File: src/rtl/timer_ctrl.sv
// Run/pause/clear controller for the seconds timer: button conditioning, tick prescaler,
// elapsed-seconds counter and DONE alarm. Define DEBOUNCE_EN to add a per-button stability filter.
module timer_ctrl #(
    parameter int unsigned CLK_SET     = 50_000_000,
    parameter int unsigned TIME_SET    = 99,
    parameter int unsigned CNT_W       = 8,
    parameter int unsigned ALARM_TICKS = 5,
    parameter int unsigned DB_CYCLES   = 1_000_000
) (
    input  logic             clk,
    input  logic             rstn,
    input  logic             btn_start,
    input  logic             btn_clear,
    output logic [CNT_W-1:0] count,
    output logic             tick,
    output logic             running,
    output logic             paused,
    output logic             done,
    output logic             alarm
);

    localparam int unsigned PSC_W  = (CLK_SET > 2) ? $clog2(CLK_SET) : 1;
    localparam int unsigned ACNT_W = (ALARM_TICKS > 1) ? $clog2(ALARM_TICKS + 1) : 1;

    localparam logic [PSC_W-1:0]  PSC_LAST  = PSC_W'(CLK_SET - 1);
    localparam logic [CNT_W-1:0]  CNT_TERM  = CNT_W'(TIME_SET);
    localparam logic [ACNT_W-1:0] ACNT_TERM = ACNT_W'(ALARM_TICKS);
    localparam logic              ALARM_ON  = (ALARM_TICKS != 0);

    typedef enum logic [1:0] {IDLE, RUN, PAUSE, DONE} state_t;

    // Configurations outside the supported range leave this marker block in the hierarchy
    if (CLK_SET < 2 || DB_CYCLES == 0) begin : g_unsupported_params
    end

    // Bit 0 is start, bit 1 is clear throughout the conditioning path
    logic [1:0] sync1, sync2, lvl, lvl_d;
    logic       start_p_c, clear_p_c;

    always_ff @(posedge clk or negedge rstn) begin
        if (!rstn) begin
            sync1 <= '0;
            sync2 <= '0;
            lvl_d <= '0;
        end else begin
            sync1 <= {btn_clear, btn_start};
            sync2 <= sync1;
            lvl_d <= lvl;
        end
    end

`ifdef DEBOUNCE_EN
    localparam int unsigned DB_W = (DB_CYCLES > 2) ? $clog2(DB_CYCLES) : 1;
    localparam logic [DB_W-1:0] DB_LAST = DB_W'(DB_CYCLES - 1);

    logic [DB_W-1:0] db_cnt [2];

    // Filtered level follows the synced level only after DB_CYCLES consecutive disagreeing samples
    always_ff @(posedge clk or negedge rstn) begin
        if (!rstn) begin
            lvl       <= '0;
            db_cnt[0] <= '0;
            db_cnt[1] <= '0;
        end else begin
            for (int i = 0; i < 2; i++) begin
                if (sync2[i] != lvl[i]) begin
                    if (db_cnt[i] == DB_LAST) begin
                        lvl[i]    <= sync2[i];
                        db_cnt[i] <= '0;
                    end else begin
                        db_cnt[i] <= db_cnt[i] + DB_W'(1);
                    end
                end else begin
                    db_cnt[i] <= '0;
                end
            end
        end
    end
`else
    assign lvl = sync2;
`endif

    assign start_p_c = lvl[0] & ~lvl_d[0];
    assign clear_p_c = lvl[1] & ~lvl_d[1];

    state_t              state, state_nxt;
    logic [PSC_W-1:0]    psc, psc_nxt;
    logic [ACNT_W-1:0]   acnt, acnt_nxt;
    logic [CNT_W-1:0]    count_nxt;
    logic                alarm_nxt, tick_nxt, wrap_c;

    always_ff @(posedge clk or negedge rstn) begin
        if (!rstn) begin
            state   <= IDLE;
            count   <= '0;
            psc     <= '0;
            acnt    <= '0;
            alarm   <= 1'b0;
            tick    <= 1'b0;
            running <= 1'b0;
            paused  <= 1'b0;
            done    <= 1'b0;
        end else begin
            state   <= state_nxt;
            count   <= count_nxt;
            psc     <= psc_nxt;
            acnt    <= acnt_nxt;
            alarm   <= alarm_nxt;
            tick    <= tick_nxt;
            running <= (state_nxt == RUN);
            paused  <= (state_nxt == PAUSE);
            done    <= (state_nxt == DONE);
        end
    end

    // Next state; clear overrides every other event in the same cycle
    always_comb begin
        state_nxt = state;
        count_nxt = count;
        psc_nxt   = psc;
        acnt_nxt  = acnt;
        alarm_nxt = alarm;
        wrap_c    = ((state == RUN) || (state == DONE)) && (psc == PSC_LAST);

        case (state)
            IDLE: begin
                psc_nxt = '0;
                if (start_p_c) begin
                    count_nxt = '0;
                    if (TIME_SET == 0) begin
                        state_nxt = DONE;
                        alarm_nxt = ALARM_ON;
                        acnt_nxt  = '0;
                    end else begin
                        state_nxt = RUN;
                    end
                end
            end
            RUN: begin
                psc_nxt = wrap_c ? '0 : psc + PSC_W'(1);
                if (wrap_c) begin
                    if (count != CNT_TERM) begin
                        count_nxt = count + CNT_W'(1);
                    end
                    if (count == CNT_TERM || count + CNT_W'(1) == CNT_TERM) begin
                        state_nxt = DONE;
                        alarm_nxt = ALARM_ON;
                        acnt_nxt  = '0;
                    end
                end
                // A pause coinciding with the final tick loses to DONE so count cannot exceed TIME_SET
                if (start_p_c && state_nxt == RUN) begin
                    state_nxt = PAUSE;
                end
            end
            PAUSE: begin
                if (start_p_c) begin
                    state_nxt = RUN;
                end
            end
            DONE: begin
                psc_nxt = wrap_c ? '0 : psc + PSC_W'(1);
                if (wrap_c && alarm) begin
                    acnt_nxt = acnt + ACNT_W'(1);
                    if (acnt + ACNT_W'(1) == ACNT_TERM) begin
                        alarm_nxt = 1'b0;
                    end
                end
                if (start_p_c) begin
                    state_nxt = RUN;
                    count_nxt = '0;
                    psc_nxt   = '0;
                    acnt_nxt  = '0;
                    alarm_nxt = 1'b0;
                end
            end
            default: state_nxt = IDLE;
        endcase

        if (clear_p_c) begin
            state_nxt = IDLE;
            count_nxt = '0;
            psc_nxt   = '0;
            acnt_nxt  = '0;
            alarm_nxt = 1'b0;
        end

        // Registered tick lines up with the cycle in which psc sits at its last value
        tick_nxt = ((state_nxt == RUN) || (state_nxt == DONE)) && (psc_nxt == PSC_LAST);
    end

endmodule

File: config.mk
export PLATFORM = sky130hd
export DESIGN_NAME = timer_ctrl
export DESIGN_NICKNAME = d
export VERILOG_FILES = /design/src/rtl/timer_ctrl.sv
export SDC_FILE = /design/constraint.sdc
export NUM_CORES = 1
export LEC_CHECK = 0
export BUFFER_PORTS_ARGS = -buffer_cell sky130_fd_sc_hd__clkbuf_2
export CAP_MARGIN = 20
export CORE_ASPECT_RATIO = 1.25
export CORE_MARGIN = 3
export CORE_UTILIZATION = 45
export CTS_BUF_LIST = sky130_fd_sc_hd__clkbuf_16
export CTS_CLUSTER_SIZE = 24
export DETAILED_ROUTE_END_ITERATION = 16
export GPL_TIMING_DRIVEN = 0
export PLACE_DENSITY = 0.74
export SYNTH_ARGS = -nofsm -noshare
export SYNTH_HDL_FRONTEND = slang
export SYNTH_SLANG_ARGS = --single-unit
File: constraint.sdc
create_clock -name clk -period 2.7 [get_ports clk]
set_clock_uncertainty 0.1 [all_clocks]
set_input_delay 0.135 -clock clk [delete_from_list [all_inputs] [get_ports clk]]
set_output_delay 0.135 -clock clk [all_outputs]
set_load 0.02 [all_outputs]
======== After elaboration in Yosys (flattened, before gate mapping) ========
Cells that the tools add are included.
storage, ports and cells
  output and inout port bits .............. 13
  latch bits .............................. 0
  memories ................................ 0
  bits in registers ....................... 50
  input bits .............................. 4
  logic and storage cells ................. 82
  bits in writable memories ............... 0
  memory bits (read-only) ................. 0
cells by class
  bitwise operators ....................... 4
  muxes and demuxes ....................... 29
  reductions and logical operators ........ 15
  div/mod/pow operators ................... 0
  $mul .................................... 0
  equal/unequal tests ..................... 19
  add/sub/neg operators ................... 3
  $lt $le $gt $ge ......................... 0
  shift-type cells ........................ 0
operators with widths
  cell                   count
  $mux 26                3
  $pmux 26 s3            1
  $eq 26x26->1 const B   2
  $mux 8                 4
  $add 26x1->26 const B  1
  $eq 8x7->1 const B     2
  $pmux 8 s2             1
  $mux 3                 5
  $mux 2                 6
  $add 8x1->8 const B    1
  $eq 2x2->1 const B     4
  $ne 4x3->1 const B     2
  $ne 8x7->1 const B     1
  $reduce_and 4->1       2
  $eq 2x1->1 const B     3
  $mux 1                 6
  $ne 3x2->1 const B     2
  $pmux 3 s2             1
  $reduce_bool 3->1      2
  $reduce_and 5->1       1
  $logic_and 1x1->1      4
  $pmux 2 s2             1
  $add 3x1->3 const B    1
  $eq 3x3->1 const B     1
  9 further kinds        13

======== Longest topological paths before layout ========
Gate-level depths: netlist (run 1).
  depth in word-level cells ............... 14
  gate-level depth with buffers ........... 10
  depth with buffers taken out ............ 9

======== Worst setup path after synthesis (run 1) ========
No wires, ideal clock.
  path type ............................... register -> register
  start point ............................. register count[0]
  end point ............................... register tick
  setup time .............................. 0.095 ns
  clock period less this slack ............ 2.655 ns
  cell stages (with the launch flop) ...... 9
  data arrival time ....................... 2.459 ns
  data required time ...................... 2.505 ns
  path buffers ............................ 0
  slack ................................... 0.045 ns
  path through ............................ dfrtp_1 ha_1 nand3_1 or3_1 a221oi_1 o21ai_0 and2_1 a211o_1 nor4b_2
on the way
  word-level cells in the longest chain between the ends .. 14
  elaborated cells on any way between the ends .. 16
  those cells by class .................... 1 x add/sub; 5 x eq/ne; 6 x mux; 4 x reduce/logical
RTL lines
  item                                      line  source
  from (decl)                               14    output logic [CNT_W-1:0] count,
  from (signal assigned)                    105   count <= count_nxt;
  $add 8x1->8                               145   if (count == CNT_TERM || count + CNT_W'(1) == CNT_TERM) begin
  $eq 8x7->1                                145
  $logic_or 1x1->1 (*)                      145
  $mux 2 (*)                                145
  $mux 2 (*)                                141   if (wrap_c) begin
  $mux 2 (*)                                125   case (state)
  $eq 2x1->1                                152   if (start_p_c && state_nxt == RUN) begin
  $logic_and 1x1->1                         152
  $mux 2 (*)                                152
  $pmux 2 s2 (*)                            125
  $mux 2 (*)                                180   if (clear_p_c) begin
  $eq 2x1->1 or $eq 2x2->1 (tied branches)  189   tick_nxt = ((state_nxt == RUN) || (state_nxt == DONE)) && (psc_nxt == PSC_LAST);
  $logic_or 1x1->1 (*)                      189
  $logic_and 1x1->1 (*)                     189
  net tick_nxt                              90    logic alarm_nxt, tick_nxt, wrap_c;
  to (signal assigned)                      109   tick <= tick_nxt;
  to (decl)                                 15    output logic tick,
Mark *: on every way through the listed nets, which the timed path passes. The rest lies on a longest branch. The select of a mux whose other input is x is not followed.
A chain may end at the register's enable or synchronous reset.

======== Worst setup path in the final report (run 1) ========
  start point ............................. register psc[9]
  end point ............................... register tick
on the way
  word-level cells in the longest chain between the ends .. 12
  elaborated cells on any way between the ends .. 19
  those cells by class .................... 1 x add/sub; 5 x eq/ne; 9 x mux; 4 x reduce/logical
RTL lines
  item                                                                    line  source
  from (decl)                                                             87    logic [PSC_W-1:0] psc, psc_nxt;
  from (signal assigned)                                                  106   psc <= psc_nxt;
  parallel branches: the longest is 11 deep, another holds $add 26x1->26  --
  $logic_and 1x1->1 (*)                                                   189
  net tick_nxt                                                            90
Mark *: on every way through the listed nets, which the timed path passes. The select of a mux whose other input is x is not followed.

==> results.yml, run 1 <==
floorplan:
  coreArea_um2: 6286
  initial_core_util: 0.4743
  fp.dieH_um: 97.01
  rows: 32
  dieArea_um2: 7644
  io_pins: 17
  die_w_um: 78.81
clocking:
  h-tree-depth: 2
  clockRootBuffer: "clkbuf_16"
  cts_tree: "yes"
  cts_max_path_buffers: 2
  cts_buffers: 5
  clk_latency_ns: 0.29
  numClockSinks: 50
  clkTransAtPathRegs_ns: 0.07
synth:
  synth_nets: 332
  syn_area_um2: 2982
  yosys_warnings: 0
  synth.most_common_cell: "dfrtp_1"
  synth_cells: 320
  synth_edf_count: 0
  avgSynthCellArea_um2: 9.318
  ys_top_cells_by_count: "dfrtp_1, nor2_1, nand2_1"
  synthFlopType: "dfrtp_1"
  synth_area_leaders: "dfrtp_1, nor2_1, xor2_1"
  yosysSeqAreaShare: 0.4196
  synth_top_area_frac: 0.4196
  ys_types: 58
  synth_top_cell_by_area: "dfrtp_1"
  synthArstFlopShare: 1.000
  ys_ff_latch: 50
worst_setup_path:
  critical_path_depth: 8
  end_kind: "register"
  critical_path_class: "register to register"
  startpoint: "psc[9]"
  critPathMostFrequentCell: "nor4_4"
  crit_path_max_fanout: 10
  crit-reg2reg-launch: "psc[9]"
  cp.required_ns: 2.80
  r2r_slack_ns: -0.02
  crit_family: "simple AND/OR/NAND/NOR gates"
  startpoint_type: "register"
  slowest_delay_ns: 0.52
  reg2reg_to: "tick"
  critical_path_arrival_ns: 2.81
  ff2ff_path_depth: 8
  path_buf_inv: 1
  crit_chain: "nand4_4 > or4_4 > buf_6 > nor4_4 > o211ai_1 > nor4_4 > nand4_1 > nor4b_2"
  critPathSlowestCell: "or4_4"
detailed_routing:
  drt_iter0_drc: 109
  drc: 0
  dr.pass1.iters: 4
  ant_nets: 0
  drt-wirelength-per-cell_um: 14.75
  finalWirelength_um: 6462
  viasPerCell: 5.753
  vias: 2520
pwr:
  leakage_uw: 0.001459
  p_per_area_nw_per_um2: 537.5
  irDropWorstVdd_uv: 343.2
worst_hold_path:
  holdPathEnd: "lvl[0]"
  holdPathStages: 0
  hold_path_class: "register to register"
  worstHoldStart: "sync1[0]"
sta:
  tightest_slew_ns: 0.5908
  post-route-min-period_ns: 2.716
  max_freq_ghz: 0.3682
  maxSlewViolCount: 0
  setup_violations: 1
  maxSlewHeadroom: 0.6031
  finalHoldViolCount: 0
  rsz0062_at_grt: "yes"
  period_share: 1.006
  setup_ws_ns: -0.01627
  hold_slack_ns: 0.2489
outcome:
  violations: "negative setup slack"
  status: "complete, but fails checks"
global_route:
  grt_pass1_vias: 2479
  grt_start_max_net_pins: 32
  grt_usage: 0.1796
  antenna_found_initial: 0
  grt_overflow: 0
  grt_pass1_wl_um: 11210
finish:
  fillers: 560
  diodes: 0
  layout.nets: 364
  areaGrowthSynthToFinish_pct: 19.51
  final_cells: 438
  layout-drive-gt1-share: 0.2266
placement:
  place_inst: 422
  gp_congestion: 0.8615
  dp_hpwl_um: 4611
  port_buffers: 16
flow_run:
  max-cap-violations: 0
worst max-delay path by stage:
| stage | endpoint |
|---|---|
| after detailed placement | tick |
| after CTS | acnt[0] |
| after global routing | tick |
| after global placement | tick |
| after floorplan | tick |
| final | tick |
layer usage:
| metal | track usage | up-vias | routed length, µm |
|---|---|---|---|
| met1 | 0.2216 | 1238 | 2719 |
| met3 | 0.03259 | 13 | 189 |
| met2 | 0.3107 | 38 | 3444 |
| met4 | 0.06191 | 0 | 109 |
| li1 | - | 1231 | - |
| met5 | 0 | - | 0 |
cell families after synthesis:
logic type	count (synthesis)	share of synthesized area
buffers and inverters	29	0.04196
adders and majority gates	8	0.03357
DFF	50	0.4196
muxes	4	0.01343
AOI/OAI and AO/OA	62	0.1439
xor gates and xnor gates	21	0.06169
and+or+nand+nor	146	0.2858
sequential cells by signal (all words and copies together), names as in the netlist:
name and count:
running 1, acnt 3, alarm 1, psc 26
state 2, lvl_d 2, lvl 2, done 1
count 8, paused 1, tick 1, sync1 2
worst register-to-register path: cells and delay by family (launching register included):
kind,cells,cell delay [ns]
DFF,1,0.49
AOI/OAI and AO/OA,1,0.16
buffers and inverters,1,0.16
and+or+nand+nor,6,1.72
final cells by class:
class | count | area (µm²) | area share
buffer | 13 | 71.32 | 0.02001
clock buffer | 5 | 125.1 | 0.03511
clock inverter | 3 | 22.52 | 0.006320
inverter | 14 | 52.55 | 0.01475
multi-input combinational | 241 | 1734 | 0.4867
sequential | 50 | 1256 | 0.3525
tap | 85 | 106.4 | 0.02985
timing repair buffer | 27 | 195.2 | 0.05478
cell usage in the layout (no fill, tap or decap), types with 6 or more instances in the layout:
cell	count
nand2_1	23
nand4_1	10
a21oi_1	9
inv_1	14
xnor2_1	9
nor4_1	6
dfrtp_1	46
ha_1	6
buf_2	6
buf_4	7
nand3_1	18
o21ai_0	17
nor2_1	33
nand2b_1	10
clkbuf_2	19
xor2_1	12
per-stage QoR:
| stage | setup WS [ns] | total power [µW] | instance area (µm²) | utilization | TNS [ns] |
|---|---|---|---|---|---|
| finish | -0.01627 | 1915 | 3563 | 0.5669 | -0.01627 |
| global route | -0.1271 | 2023 | 3563 | 0.5669 | -0.1271 |
| CTS | 0.01553 | 1874 | 3482 | 0.5539 | 0 |
| detailed placement | -0.6311 | 1213 | 3188 | 0.5072 | -3.296 |
| global placement | -0.5719 | 1198 | 3168 | 0.5040 | -2.261 |
| floorplan | 0.04546 | 1094 | 2982 | - | 0 |
report_power, final:
group | switching, µW | total [µW] | internal, µW
clock network | 281 | 629 | 348
registers | 41.3 | 829 | 788
logic | 283 | 457 | 175
total | 605 | 1920 | 1310
timing repair:
item	in CTS	in global routing
pin swaps	4	5
gates resized for setup	19	17
hold buffers	3	0
cloned	0	0
endpoints found under the setup margin	14	13
endpoints found under the hold margin	21	0
setup buffers	3	4
(Power assumes the default switching activity.)
==> run 2, diff against run 1 <==
--- a/config.mk
+++ b/config.mk
@@ -9,5 +9,5 @@
 export CAP_MARGIN = 20
 export CORE_ASPECT_RATIO = 1.25
-export CORE_MARGIN = 3
+export CORE_MARGIN = 5
 export CORE_UTILIZATION = 45
 export CTS_BUF_LIST = sky130_fd_sc_hd__clkbuf_16
==> constraint.sdc (replaced) <==
create_clock -name clk -period 2.7 [get_ports clk]
set_clock_uncertainty 0.1 [all_clocks]
set_input_delay 0.54 -clock clk [delete_from_list [all_inputs] [get_ports clk]]
set_output_delay 0.54 -clock clk [all_outputs]
set_load 0.02 [all_outputs]
==> run 2 against run 1 <==
  * The run now ends clean
  * Worst hold slack got worse by 0.18 ns
  * Critical path depth is the same
  * Sequential cell count is the same
  * Clock power up 2%
  * Final cell count is 0.68% higher
  * Critical path type unchanged
==> results.yml, run 2 (same netlist as run 1, synthesis figures left out) <==
worst_setup_path:
  crit_chain: "nand3_4 > or4_4 > buf_8 > nor4_4 > o211ai_1 > nor4_2 > nand4_1 > nor4b_4"
  crit_family: "simple AND/OR/NAND/NOR gates"
  crit_path_max_fanout: 8
  cp.required_ns: 2.79
  startpoint_type: "register"
  critical_path_arrival_ns: 2.75
  critical_path_class: "register to register"
  slowest_delay_ns: 0.55
  critPathSlowestCell: "or4_4"
  path_buf_inv: 1
  end_kind: "register"
detailed_routing:
  drt_iter0_drc: 175
  viasPerCell: 5.753
  drt-wirelength-per-cell_um: 15.52
  ant_nets: 0
  dr.pass1.iters: 4
  vias: 2537
  finalWirelength_um: 6844
  drc: 0
sta:
  maxSlewHeadroom: 0.6430
  post-route-min-period_ns: 2.657
  finalHoldViolCount: 0
  max_freq_ghz: 0.3764
  period_share: 0.9841
  setup_violations: 0
  maxSlewViolCount: 0
  rsz0062_at_grt: "yes"
  tightest_slew_ns: 0.5354
  hold_slack_ns: 0.07360
finish:
  layout-drive-gt1-share: 0.2599
  final_common_cell: "dfrtp_1"
  areaGrowthSynthToFinish_pct: 20.60
  largest_reg_flops: 26
  largest_register: "psc"
  layout.nets: 365
  final-seq-area_um2: 1262
  mostFrequentLayoutCells: "dfrtp_1, nor2_1, nand2_1, clkbuf_2, nand3_1"
  fillers: 630
  reg_top3: "psc: 26 flops, count: 8 flops, acnt: 3 flops"
  diodes: 0
  multiInputGateArea_um2: 1762
pwr:
  irDropWorstVdd_uv: 364.2
  leakage_uw: 0.001462
  p_per_area_nw_per_um2: 538.1
  p_total_uw: 1935
placement:
  dp_hpwl_um: 4662
  gp_congestion: 0.8754
  port_buffers: 16
clocking:
  cts_buffers: 5
  numClockSinks: 50
  cts_tree: "yes"
  clkTransAtPathRegs_ns: 0.07
  cts_max_path_buffers: 2
  h-tree-depth: 2
  clk_latency_ns: 0.29
  clockRootBuffer: "clkbuf_16"
  ctsHoldBuffers: 0
floorplan:
  io_pins: 17
  rows: 33
  die_w_um: 82.81
  fp.dieH_um: 101.0
  dieArea_um2: 8364
  coreArea_um2: 6524
  initial_core_util: 0.4570
global_route:
  grt_start_max_net_pins: 37
  grt_pass1_vias: 2423
  antenna_found_initial: 0
  grt_usage: 0.1605
  grt_overflow: 0
  grt_pass1_wl_um: 11120
outcome:
  status: "complete, no violations"
flow_run:
  max-cap-violations: 0
worst_hold_path:
  hold_path_class: "input port to async pin"
==> run 2: final timing paths <==
path,from,slack [ns],cells past startpoint,end
max reg2reg,psc[4],0.04,8,tick
min in group clk,btn_start,0.25,1,sync1[0]
max,psc[4],0.04,8,tick
min,rstn,0.07,1,psc[3]
max in group asynchronous,rstn,1.89,2,psc[10]
min reg2reg,sync1[0],0.25,0,lvl[0]
==> run 2: timing repair <==
item,CTS,global route
resized for setup,25,22
setup buffers,5,6
endpoints found under the setup margin,14,23
pin swaps,5,10
==> run 2: through the flow <==
stage	setup TNS, ns	setup slack [ns]	area [µm²]	util	std cells
after detailed placement	-2.328	-0.5795	3191	0.4891	424
after floorplan	0	0.04546	2982	-	320
after global placement	-1.949	-0.5900	3171	0.4860	423
final	0	0.04290	3596	0.5512	441
after CTS	0	0.003522	3472	0.5322	435
after global routing	-0.1088	-0.07366	3596	0.5512	441
==> run 2: final cells by class <==
type | count | share of cell area
repair buffers | 28 | 0.05080
clock inverters | 3 | 0.006959
plain buffers | 13 | 0.02157
flip-flops and latches | 50 | 0.3511
clock buffers | 5 | 0.03479
inverters | 14 | 0.01461
well taps | 87 | 0.03027
multi-input cells | 241 | 0.4899
==> run 2: where the power goes <==
group / internal, µW / leakage [µW] / total, µW / switching [µW]
Combinational: 166 / 0.000725 / 465 / 299
Clock: 349 / 0.0000704 / 643 / 294
Sequential: 788 / 0.000667 / 827 / 39.3
==> run 2: per-layer routing <==
| metal | vias up | share of wire | track usage |
|---|---|---|---|
| met5 | - | 0 | 0 |
| met4 | 0 | 0.019 | 0.05535 |
| met3 | 13 | 0.029 | 0.02126 |
| met2 | 49 | 0.53 | 0.3000 |
| met1 | 1249 | 0.42 | 0.1885 |
| li1 | 1226 | - | - |
==> run 3, diff against run 2 <==
Settings changed: PLACE_DENSITY 0.74 to 0.72.
Clock period 2.7 ns to 3.2 ns, I/O delays scaled along.
==> run 3 against run 2 <==
  * Sequential cell count did not move
  * Worst hold slack improved by 0.12 ns
  * Register-to-register slack improved by 0.25 ns
  * Sequential share of layout area rose by 2.0 points
  * Global-route usage rose by 0.081 points
  * Maximum frequency fell by 8.5%
  * First-iteration DRC count fell by 8.0%
  * Utilization fell by 3.5 points
  * Via count fell by 1.6%
  * Critical endpoint unchanged
==> results.yml, run 3 (same netlist as run 1, synthesis figures left out) <==
outcome:
  status: "complete, no violations"
sta:
  max_freq_ghz: 0.3443
  maxSlewViolCount: 0
  maxSlewHeadroom: 0.6039
  hold_slack_ns: 0.1978
  post-route-min-period_ns: 2.905
  period_share: 0.9078
  finalHoldViolCount: 0
  rsz0062_at_grt: "no"
  setup_violations: 0
  finalSetupTns_ns: 0
  setup_ws_ns: 0.2952
  tightest_slew_ns: 0.5791
pwr:
  p_total_uw: 1527
  irDropWorstVdd_uv: 266.7
  leakage_uw: 0.001404
  p_per_area_nw_per_um2: 453.1
worst_setup_path:
  crit_path_max_fanout: 9
  ff2ff_path_depth: 8
  critical_path_arrival_ns: 2.99
  critical_path_class: "register to register"
  cp.required_ns: 3.29
  end_kind: "register"
  crit-reg2reg-launch: "psc[13]"
  r2r_slack_ns: 0.30
  startpoint: "psc[13]"
  startpoint_type: "register"
global_route:
  grt_start_max_net_pins: 34
  grt_pass1_wl_um: 11100
  grt_pass1_vias: 2401
  grt_overflow: 0
  grt_usage: 0.1613
  antenna_found_initial: 0
finish:
  mostFrequentLayoutCells: "dfrtp_1, nor2_1, nand2_1, o21ai_0, nand3_1"
  diodes: 0
  multiInputGateArea_um2: 1637
  layout.nets: 357
  reg_top3: "psc: 26 flops, count: 8 flops, acnt: 3 flops"
  areaGrowthSynthToFinish_pct: 13.05
  final-seq-area_um2: 1251
  largest_reg_flops: 26
  final_common_cell: "dfrtp_1"
  layout-drive-gt1-share: 0.1590
  largest_register: "psc"
  fillers: 616
clocking:
  cts_buffers: 5
  clockRootBuffer: "clkbuf_16"
  cts_tree: "yes"
  clkTransAtPathRegs_ns: 0.07
  numClockSinks: 50
  h-tree-depth: 2
  clk_latency_ns: 0.29
  cts_max_path_buffers: 2
  ctsHoldBuffers: 0
worst_hold_path:
  hold_path_class: "input port to async pin"
detailed_routing:
  drt_iter0_drc: 161
  viasPerCell: 5.767
  finalWirelength_um: 6491
  dr.pass1.iters: 4
  vias: 2497
  ant_nets: 0
  drt-wirelength-per-cell_um: 14.99
  drc: 0
floorplan:
  dieArea_um2: 8364
  die_w_um: 82.81
  rows: 33
  coreArea_um2: 6524
  fp.dieH_um: 101.0
  initial_core_util: 0.4570
  io_pins: 17
placement:
  port_buffers: 16
  dp_hpwl_um: 4826
  pre_cts_slack_ns: -0.1462
  gp_congestion: 0.9144
flow_run:
  max-cap-violations: 0
[run 3: cell types whose count changed in the layout (fill, tap and decap cells not counted), sizes merged]
cell	previous run	this run
buf	21	10
clkbuf	25	28
clkinv	1	2
inv	15	14
[run 3: report_power, final]
group | switching (µW) | internal [µW] | total (µW) | leakage, µW
Combinational | 212 | 95.8 | 308 | 0.000655
Clock | 230 | 286 | 516 | 0.0000672
Sequential | 41.1 | 662 | 703 | 0.000682
Total | 483 | 1040 | 1530 | 0.00140
[run 3: per-layer routing]
metal,wire [µm],track usage
met1,2757,0.1924
met2,3396,0.2895
met3,209,0.02289
met4,127,0.07044
met5,0,0
[run 3: path summary, 6_finish.rpt]
path / endpoint
worst min-delay path: psc[13]
max in group asynchronous: psc[21]
worst min register to register: lvl[0]
worst max register to register: tick
worst max-delay path: tick
min in group clk: lvl[0]
[run 3: cell type report]
class / count / area share
plain buffers: 15 / 0.02153
clock buffers: 5 / 0.03712
clock inverters: 3 / 0.004826
inverters: 14 / 0.01559
multi-input cells: 241 / 0.4855
flip-flops and latches: 50 / 0.3712
well taps: 87 / 0.03229
repair buffers: 18 / 0.03192
[run 3: per-stage QoR]
stage                     instance area [µm²]  cells  utilization
after floorplan                          2982    320            -
after global placement                   3171    423       0.4860
after detailed placement                 3191    424       0.4891
after CTS                                3338    432       0.5117
after global routing                     3371    433       0.5167
final                                    3371    433       0.5167
[run 3: worst max-delay path, cell delays in order, from the launching register on]
cell and delay (ns):
dfrtp_1 0.32, clkbuf_1 0.27, nand4_2 0.35, nor4_1 0.44, nand4_1 0.23, mux2i_1 0.16
a2111oi_1 0.42, nand4_1 0.19, nor4b_2 0.31
[run 3: what timing repair did]
action | CTS | global route
setup endpoints to repair | 1 | 11
setup buffers | 0 | 1
resized for setup | 1 | 4
